[config.mk]
export PLATFORM = sky130hd
export DESIGN_NAME = port_pipe_n_flat
export DESIGN_NICKNAME = d
export VERILOG_FILES = /design/src/rtl/port_pkg.sv /design/src/rtl/port_pipe_n_if.sv /design/src/rtl/port_pipe_stage.sv /design/src/rtl/port_pipe_n.sv /design/src/flat_wrapper.sv
export SDC_FILE = /design/constraint.sdc
export NUM_CORES = 1
export LEC_CHECK = 0
export CORE_UTILIZATION = 51
export CTS_CLUSTER_SIZE = 40
export DETAILED_ROUTE_END_ITERATION = 7
export GPL_TIMING_DRIVEN = 0
export PLACE_DENSITY = 0.83
export SYNTH_ARGS = -nofsm -noshare
export SYNTH_HDL_FRONTEND = slang
export SYNTH_SLANG_ARGS = --single-unit
export TNS_END_PERCENT = 10
[constraint.sdc]
create_clock -name clk -period 2.15 [get_ports clk]
set_input_delay 0.645 -clock clk [delete_from_list [all_inputs] [get_ports clk]]
set_output_delay 0.645 -clock clk [all_outputs]
set_load 0.005 [all_outputs]
[src/rtl/port_pkg.sv]
// Shared definitions for the port_pipe_n slice.
// Contents:
//   PORT_W_DEFAULT - default bits per lane
//   lane_lsb()     - bit offset of lane c within a packed multi-lane bus
package port_pkg;

    localparam int unsigned PORT_W_DEFAULT = 8;

    // Lane c of a CHANNELS*width bus lives at [lane_lsb(c, width) +: width].
    function automatic int unsigned lane_lsb(input int unsigned lane, input int unsigned width);
        return lane * width;
    endfunction

endpackage

[src/rtl/port_pipe_n_if.sv]
// Handshake/bus bundle for port_pipe_n.
// Signals:
//   flush              synchronous clear of all stages
//   in_valid/in_ready  upstream handshake; in_data lanes, in_mask per-lane pass bits
//   out_valid/out_ready downstream handshake; out_data masked head data
//   count              occupied stages
//   dummy_1/dummy_2    constant-zero outputs
// Modports: master = harness side, slave = pipeline side.
interface port_pipe_n_if
    import port_pkg::*;
#(
    parameter int unsigned WIDTH    = PORT_W_DEFAULT,
    parameter int unsigned CHANNELS = 2,
    parameter int unsigned CNT_W    = 2
);
    logic                      flush;
    logic                      in_valid;
    logic                      in_ready;
    logic [CHANNELS*WIDTH-1:0] in_data;
    logic [CHANNELS-1:0]       in_mask;
    logic                      out_valid;
    logic                      out_ready;
    logic [CHANNELS*WIDTH-1:0] out_data;
    logic [CNT_W-1:0]          count;
    logic                      dummy_1;
    logic                      dummy_2;

    modport master (
        output flush, in_valid, in_data, in_mask, out_ready,
        input  in_ready, out_valid, out_data, count, dummy_1, dummy_2
    );

    modport slave (
        input  flush, in_valid, in_data, in_mask, out_ready,
        output in_ready, out_valid, out_data, count, dummy_1, dummy_2
    );

endinterface

[src/rtl/port_pipe_stage.sv]
// One elastic pipeline stage: a valid bit plus a data word.
// Ports:
//   clk, rst_n  clock, asynchronous active-low reset
//   load_i      stage takes valid_i/data_i this edge
//   flush_i     clears the valid bit (has priority over load_i for valid)
//   valid_i     incoming valid bit
//   data_i      incoming data word
//   valid_o     stage holds a beat
//   data_o      stored data word
module port_pipe_stage #(
    parameter int unsigned W = 16
) (
    input  logic         clk,
    input  logic         rst_n,
    input  logic         load_i,
    input  logic         flush_i,
    input  logic         valid_i,
    input  logic [W-1:0] data_i,
    output logic         valid_o,
    output logic [W-1:0] data_o
);

    logic         valid_q, valid_d;
    logic [W-1:0] data_q, data_d;

    always_comb begin
        valid_d = valid_q;
        data_d  = data_q;
        if (load_i) begin
            valid_d = valid_i;
            data_d  = data_i;
        end
        // Data may keep whatever was loaded; only the valid bit must clear.
        if (flush_i) begin
            valid_d = 1'b0;
        end
    end

    always_ff @(posedge clk or negedge rst_n) begin
        if (!rst_n) begin
            valid_q <= 1'b0;
            data_q  <= '0;
        end else begin
            valid_q <= valid_d;
            data_q  <= data_d;
        end
    end

    assign valid_o = valid_q;
    assign data_o  = data_q;

endmodule

[src/rtl/port_pipe_n.sv]
// Multi-lane elastic pipeline with valid/ready handshake, per-beat lane mask,
// synchronous flush and occupancy count.
// Ports:
//   clk, rst_n  clock, asynchronous active-low reset
//   pipe_if     slave side of port_pipe_n_if (handshakes, data, mask, flush,
//               count, constant-zero dummies)
// Stage 0 is the entry, stage DEPTH-1 is the head. Stages collapse bubbles:
// a stage loads whenever it is empty or the stage ahead of it loads.
module port_pipe_n
    import port_pkg::*;
#(
    parameter int unsigned WIDTH    = PORT_W_DEFAULT,
    parameter int unsigned CHANNELS = 2,
    parameter int unsigned DEPTH    = 3,
    parameter int unsigned CNT_W    = $clog2(DEPTH + 1)
) (
    input logic          clk,
    input logic          rst_n,
    port_pipe_n_if.slave pipe_if
);

    localparam int unsigned DW = CHANNELS * WIDTH;

    if (DEPTH < 1) begin : g_bad_depth
        $error("port_pipe_n: DEPTH must be at least 1");
    end
    if (WIDTH < 1 || CHANNELS < 1) begin : g_bad_shape
        $error("port_pipe_n: WIDTH and CHANNELS must be at least 1");
    end

    logic [DEPTH-1:0] stage_valid;
    logic [DW-1:0]    stage_data [DEPTH];
    logic [DEPTH-1:0] stage_vin;
    logic [DW-1:0]    stage_din  [DEPTH];
    logic [DEPTH-1:0] load;
    logic [DEPTH-1:0] valid_nxt;
    logic [DW-1:0]    in_masked;
    logic             accept;
    logic             chain;
    logic [CNT_W-1:0] count_q, count_d;

    // Mask is applied on capture so in-flight beats ignore later mask changes.
    for (genvar c = 0; c < CHANNELS; c++) begin : g_mask
        assign in_masked[lane_lsb(c, WIDTH) +: WIDTH] =
            pipe_if.in_mask[c] ? pipe_if.in_data[lane_lsb(c, WIDTH) +: WIDTH] : '0;
    end

    // Load enables ripple back from the head.
    always_comb begin
        load  = '0;
        chain = pipe_if.out_ready;
        for (int k = int'(DEPTH) - 1; k >= 0; k--) begin
            load[k] = ~stage_valid[k] | chain;
            chain   = load[k];
        end
    end

    assign pipe_if.in_ready = load[0] & ~pipe_if.flush;
    assign accept           = pipe_if.in_valid & pipe_if.in_ready;

    always_comb begin
        stage_vin    = '0;
        stage_vin[0] = accept;
        stage_din[0] = in_masked;
        for (int unsigned k = 1; k < DEPTH; k++) begin
            stage_vin[k] = stage_valid[k-1];
            stage_din[k] = stage_data[k-1];
        end
    end

    for (genvar k = 0; k < DEPTH; k++) begin : g_stage
        port_pipe_stage #(
            .W (DW)
        ) u_stage (
            .clk     (clk),
            .rst_n   (rst_n),
            .load_i  (load[k]),
            .flush_i (pipe_if.flush),
            .valid_i (stage_vin[k]),
            .data_i  (stage_din[k]),
            .valid_o (stage_valid[k]),
            .data_o  (stage_data[k])
        );
    end

    // Occupancy tracks the valid bits the stages will hold after this edge.
    always_comb begin
        count_d = '0;
        for (int unsigned k = 0; k < DEPTH; k++) begin
            if (pipe_if.flush) begin
                valid_nxt[k] = 1'b0;
            end else if (load[k]) begin
                valid_nxt[k] = stage_vin[k];
            end else begin
                valid_nxt[k] = stage_valid[k];
            end
            count_d = count_d + CNT_W'(valid_nxt[k]);
        end
    end

    always_ff @(posedge clk or negedge rst_n) begin
        if (!rst_n) begin
            count_q <= '0;
        end else begin
            count_q <= count_d;
        end
    end

    assign pipe_if.count     = count_q;
    assign pipe_if.out_valid = stage_valid[DEPTH-1];
    assign pipe_if.out_data  = stage_valid[DEPTH-1] ? stage_data[DEPTH-1] : '0;
    assign pipe_if.dummy_1   = 1'b0;
    assign pipe_if.dummy_2   = 1'b0;

endmodule

[src/flat_wrapper.sv]
// flat-port wrapper written by rule: the top's interface ports become plain ports
module port_pipe_n_flat import port_pkg::*;
#(
    parameter int unsigned WIDTH    = PORT_W_DEFAULT,
    parameter int unsigned CHANNELS = 2,
    parameter int unsigned DEPTH    = 3,
    parameter int unsigned CNT_W    = $clog2(DEPTH + 1)
)
  (clk, rst_n, pipe_if_flush, pipe_if_in_valid, pipe_if_in_data, pipe_if_in_mask, pipe_if_out_ready, pipe_if_in_ready, pipe_if_out_valid, pipe_if_out_data, pipe_if_count, pipe_if_dummy_1, pipe_if_dummy_2);
  port_pipe_n_if #(.WIDTH(WIDTH), .CHANNELS(CHANNELS), .CNT_W(CNT_W)) pipe_if_i ();
  input logic clk;
  input logic rst_n;
  input wire logic [$bits(pipe_if_i.flush)-1:0] pipe_if_flush;
  input wire logic [$bits(pipe_if_i.in_valid)-1:0] pipe_if_in_valid;
  input wire logic [$bits(pipe_if_i.in_data)-1:0] pipe_if_in_data;
  input wire logic [$bits(pipe_if_i.in_mask)-1:0] pipe_if_in_mask;
  input wire logic [$bits(pipe_if_i.out_ready)-1:0] pipe_if_out_ready;
  output wire logic [$bits(pipe_if_i.in_ready)-1:0] pipe_if_in_ready;
  output wire logic [$bits(pipe_if_i.out_valid)-1:0] pipe_if_out_valid;
  output wire logic [$bits(pipe_if_i.out_data)-1:0] pipe_if_out_data;
  output wire logic [$bits(pipe_if_i.count)-1:0] pipe_if_count;
  output wire logic [$bits(pipe_if_i.dummy_1)-1:0] pipe_if_dummy_1;
  output wire logic [$bits(pipe_if_i.dummy_2)-1:0] pipe_if_dummy_2;
  assign pipe_if_i.flush = pipe_if_flush;
  assign pipe_if_i.in_valid = pipe_if_in_valid;
  assign pipe_if_i.in_data = pipe_if_in_data;
  assign pipe_if_i.in_mask = pipe_if_in_mask;
  assign pipe_if_i.out_ready = pipe_if_out_ready;
  assign pipe_if_in_ready = pipe_if_i.in_ready;
  assign pipe_if_out_valid = pipe_if_i.out_valid;
  assign pipe_if_out_data = pipe_if_i.out_data;
  assign pipe_if_count = pipe_if_i.count;
  assign pipe_if_dummy_1 = pipe_if_i.dummy_1;
  assign pipe_if_dummy_2 = pipe_if_i.dummy_2;
  port_pipe_n #(.WIDTH(WIDTH), .CHANNELS(CHANNELS), .DEPTH(DEPTH), .CNT_W(CNT_W)) u_core (.clk(clk), .rst_n(rst_n), .pipe_if(pipe_if_i));
endmodule
==> impl_metrics.toml <==
[drt]
vias = 1343
ant_nets = 0
via_per_inst = 4.76
wl_um = 3930
drc = 0
drt_iter0_markers = 60
first_pass_iters = 4
wl_per_cell_um = 13.9

[setup_path]
path_max_fanout = 3
end_kind = "output pin"
critPathKind = "input pin to output pin"
critPathRequiredTime_ns = 1.50
rr_worst_depth = 8
rr_startpoint = "u_core.g_stage[2].u_stage.valid_o"
r2r_end = "u_core.pipe_if.count[0]"
reg2reg_slack_ns = 0.29
cp-start-kind = "input pin"
crit_arrival_ns = 1.47

[floorplanning]
core-area_um2 = 4380
die_area_um2 = 4900
die_height_um = 70.0
rows = 24
ios = 45
initial_utilization_pct = 53.7
die_width_um = 70.0

[pwr]
finalPower_mw = 1.96
combPwrFrac_pct = 9.5
p_clk_share_pct = 35.4
power_switching_mw = 0.419
p_sw_share_pct = 21.3
seqPwrFrac_pct = 55.1
p_leak_nw = 1.68
vdd_ir_drop_max_mv = 0.455
power_density_nw_per_um2 = 659
internal-power_mw = 1.54

[synth]
synth.distinct_cells = 20
muxShareOfSynthArea_pct = 24.6
syn_area_um2 = 2360
ys_ff_latch = 53
synth-simple-area-share_pct = 8.87
seq_area_frac_synth_pct = 56.3
synth-adder-area-share_pct = 0.850
synth-xor-area-share_pct = 0
synth_common_cells = "dfrtp_1 (53), inv_1 (21)"
ys_warn_count = 0
yosys.area.top_type = "dfrtp_1"
synth_top_area_share_pct = 56.3
synth_compound_area_share_pct = 1.59
synth_cells = 177
synth.avg_cell_area_um2 = 13.3
synth_top_family_by_area = "multiplexers"
yosysMostFrequentCell = "dfrtp_1"
synth_edf_count = 0
async_flop_share_pct = 100
ys.flop_type = "dfrtp_1"
synthTopCellsByArea = "dfrtp_1 (56%), mux2_4 (10%), mux2_2 (7.6%), mux2i_1 (6.8%), and2_1 (4.2%)"

[global_routing]
grt_max_degree = 34
grt_pass1_vias = 1393
grt_pass1_wl_um = 6620
antenna_found_initial = 0
overflow = 0
grtUsageTotal_pct = 18.1

[clocking]
hold_buffers = 0
path_clk_slew_ns = 0.09
cts_tree = "yes"
cts_buffers = 5
cts.sinks = 53
cts-root-buf = "clkbuf_8"
clk_path_buf_depth = 2
cts-htree-levels = 2
clock_latency_ns = 0.30

[cells_and_area]
drive_above_1_share_pct = 25.7
syn2layout_area_growth_pct = 26.6
diodes = 0
num-nets-final = 253

[sta]
hold_viol_final = 0
skew_ns = 0.00691
setup_violations = 0
rsz0062_at_grt = "false"
fin_ws_ns = 0.0365
fin_crit_ns = 2.11
fmax_mhz = 473
slew_violations = 0
holdWs_ns = 0.284
period_share_pct = 98.3

[place]
pre_cts_ws_ns = -0.632
portBuffers = 40
globalplace.congestion = 0.709
hpwlAfterDp_um = 2800

[status]
status = "finished, final reports clean"

[worst_hold_path]
hp-class = "input pin to async pin"

[run]
max-cap-violations = 0
==> metrics by stage <==
step	TNS (ns)	cell area (um2)	util (%)	cells
after floorplan	0	2360	-	178
after global placement	-57.74	2830	64.4	270
after detailed placement	-1.35	2840	64.8	271
after CTS	-0.0564	2980	68.1	282
after global routing	0	2980	68.0	282
final	0	2980	68.0	282
==> cells in the final DEF, fill, tap and decap left out <==
master,Yosys,layout
buf_2,0,1
buf_6,5,5
clkinvlp_4,0,1
buf_4,2,4
dlymetal6s2s_1,0,1
clkdlybuf4s50_1,0,20
nand2_1,16,16
clkbuf_2,2,3
buf_8,1,1
conb_1,1,2
mux2i_1,16,16
mux2_4,16,16
bufinv_16,0,1
nand2b_4,1,1
dfrtp_1,53,53
fa_1,1,1
nand4b_1,1,1
inv_1,21,21
clkbuf_8,0,7
mux2_2,16,16
nor2b_1,1,1
and2_1,16,16
a21oi_1,3,3
buf_12,0,2
dlygate4sd2_1,0,17
nand3b_4,1,1
a21o_1,3,3
==> worst max-delay path, cell delays in order <==
cell           delay, ns
dlygate4sd2_1       0.26
nand4b_1            0.19
buf_6               0.14
nor2b_1             0.12
clkbuf_2            0.12
==> layout make-up <==
type	instances	area [um2]
Clock inverter	2	37.5
Sequential cell	53	1330
Multi-Input combinational cell	93	855
Fill cell	323	1400
Tap cell	52	65.1
Clock buffer	6	82.6
Timing Repair Buffer	44	427
Inverter	21	78.8
Buffer	11	110
==> cell families after synthesis <==
family / count (synthesis)
buf+inv: 32
other cells: 1
mux: 48
simple gates: 36
flops: 53
fa+ha+maj: 1
compound gates: 6
==> how the worst max path moves through the flow <==
stage | endpoint | cells after the start | from | slack, ns
global placement | u_core.g_stage[0].u_stage.data_o[3] | 1 | rst_n | -1.07
floorplan | u_core.pipe_if.count[0] | 6 | pipe_if_out_ready | 0.26
finish | pipe_if_in_ready | 5 | pipe_if_out_ready | 0.04
CTS | pipe_if_in_ready | 5 | pipe_if_out_ready | -0.06
global route | pipe_if_in_ready | 5 | pipe_if_out_ready | 0.02
detailed placement | pipe_if_in_ready | 5 | pipe_if_out_ready | -0.63
==> routing by layer <==
layer	track usage, %	share of wire (%)
met1	23.6	45
met2	29.4	50
met3	4.33	3.5
met4	6.67	1.6
met5	0	0
==> repair_timing <==
item,CTS,global route
setup endpoints to repair,12,1
resized for setup,22,2
setup buffers,3,0
pin swaps,0,0
==> registers in the layout, indices dropped and copies added, names as in the netlist <==
signal / cells
u_core.g_stage.u_stage.valid_o: 3
u_core.pipe_if.count: 2
u_core.g_stage.u_stage.data_o: 48
==> power groups by stage <==
stage	clock network (mW)	registers [mW]	logic, mW
2_1_floorplan	0	1.09	0.0948
3_3_place_gp	0	1.10	0.179
3_5_place_dp	0	1.10	0.189
4_1_cts	0.703	1.08	0.191
5_1_grt	0.743	1.09	0.207
6_report	0.694	1.08	0.187
Power figures use the tool's default switching activity.
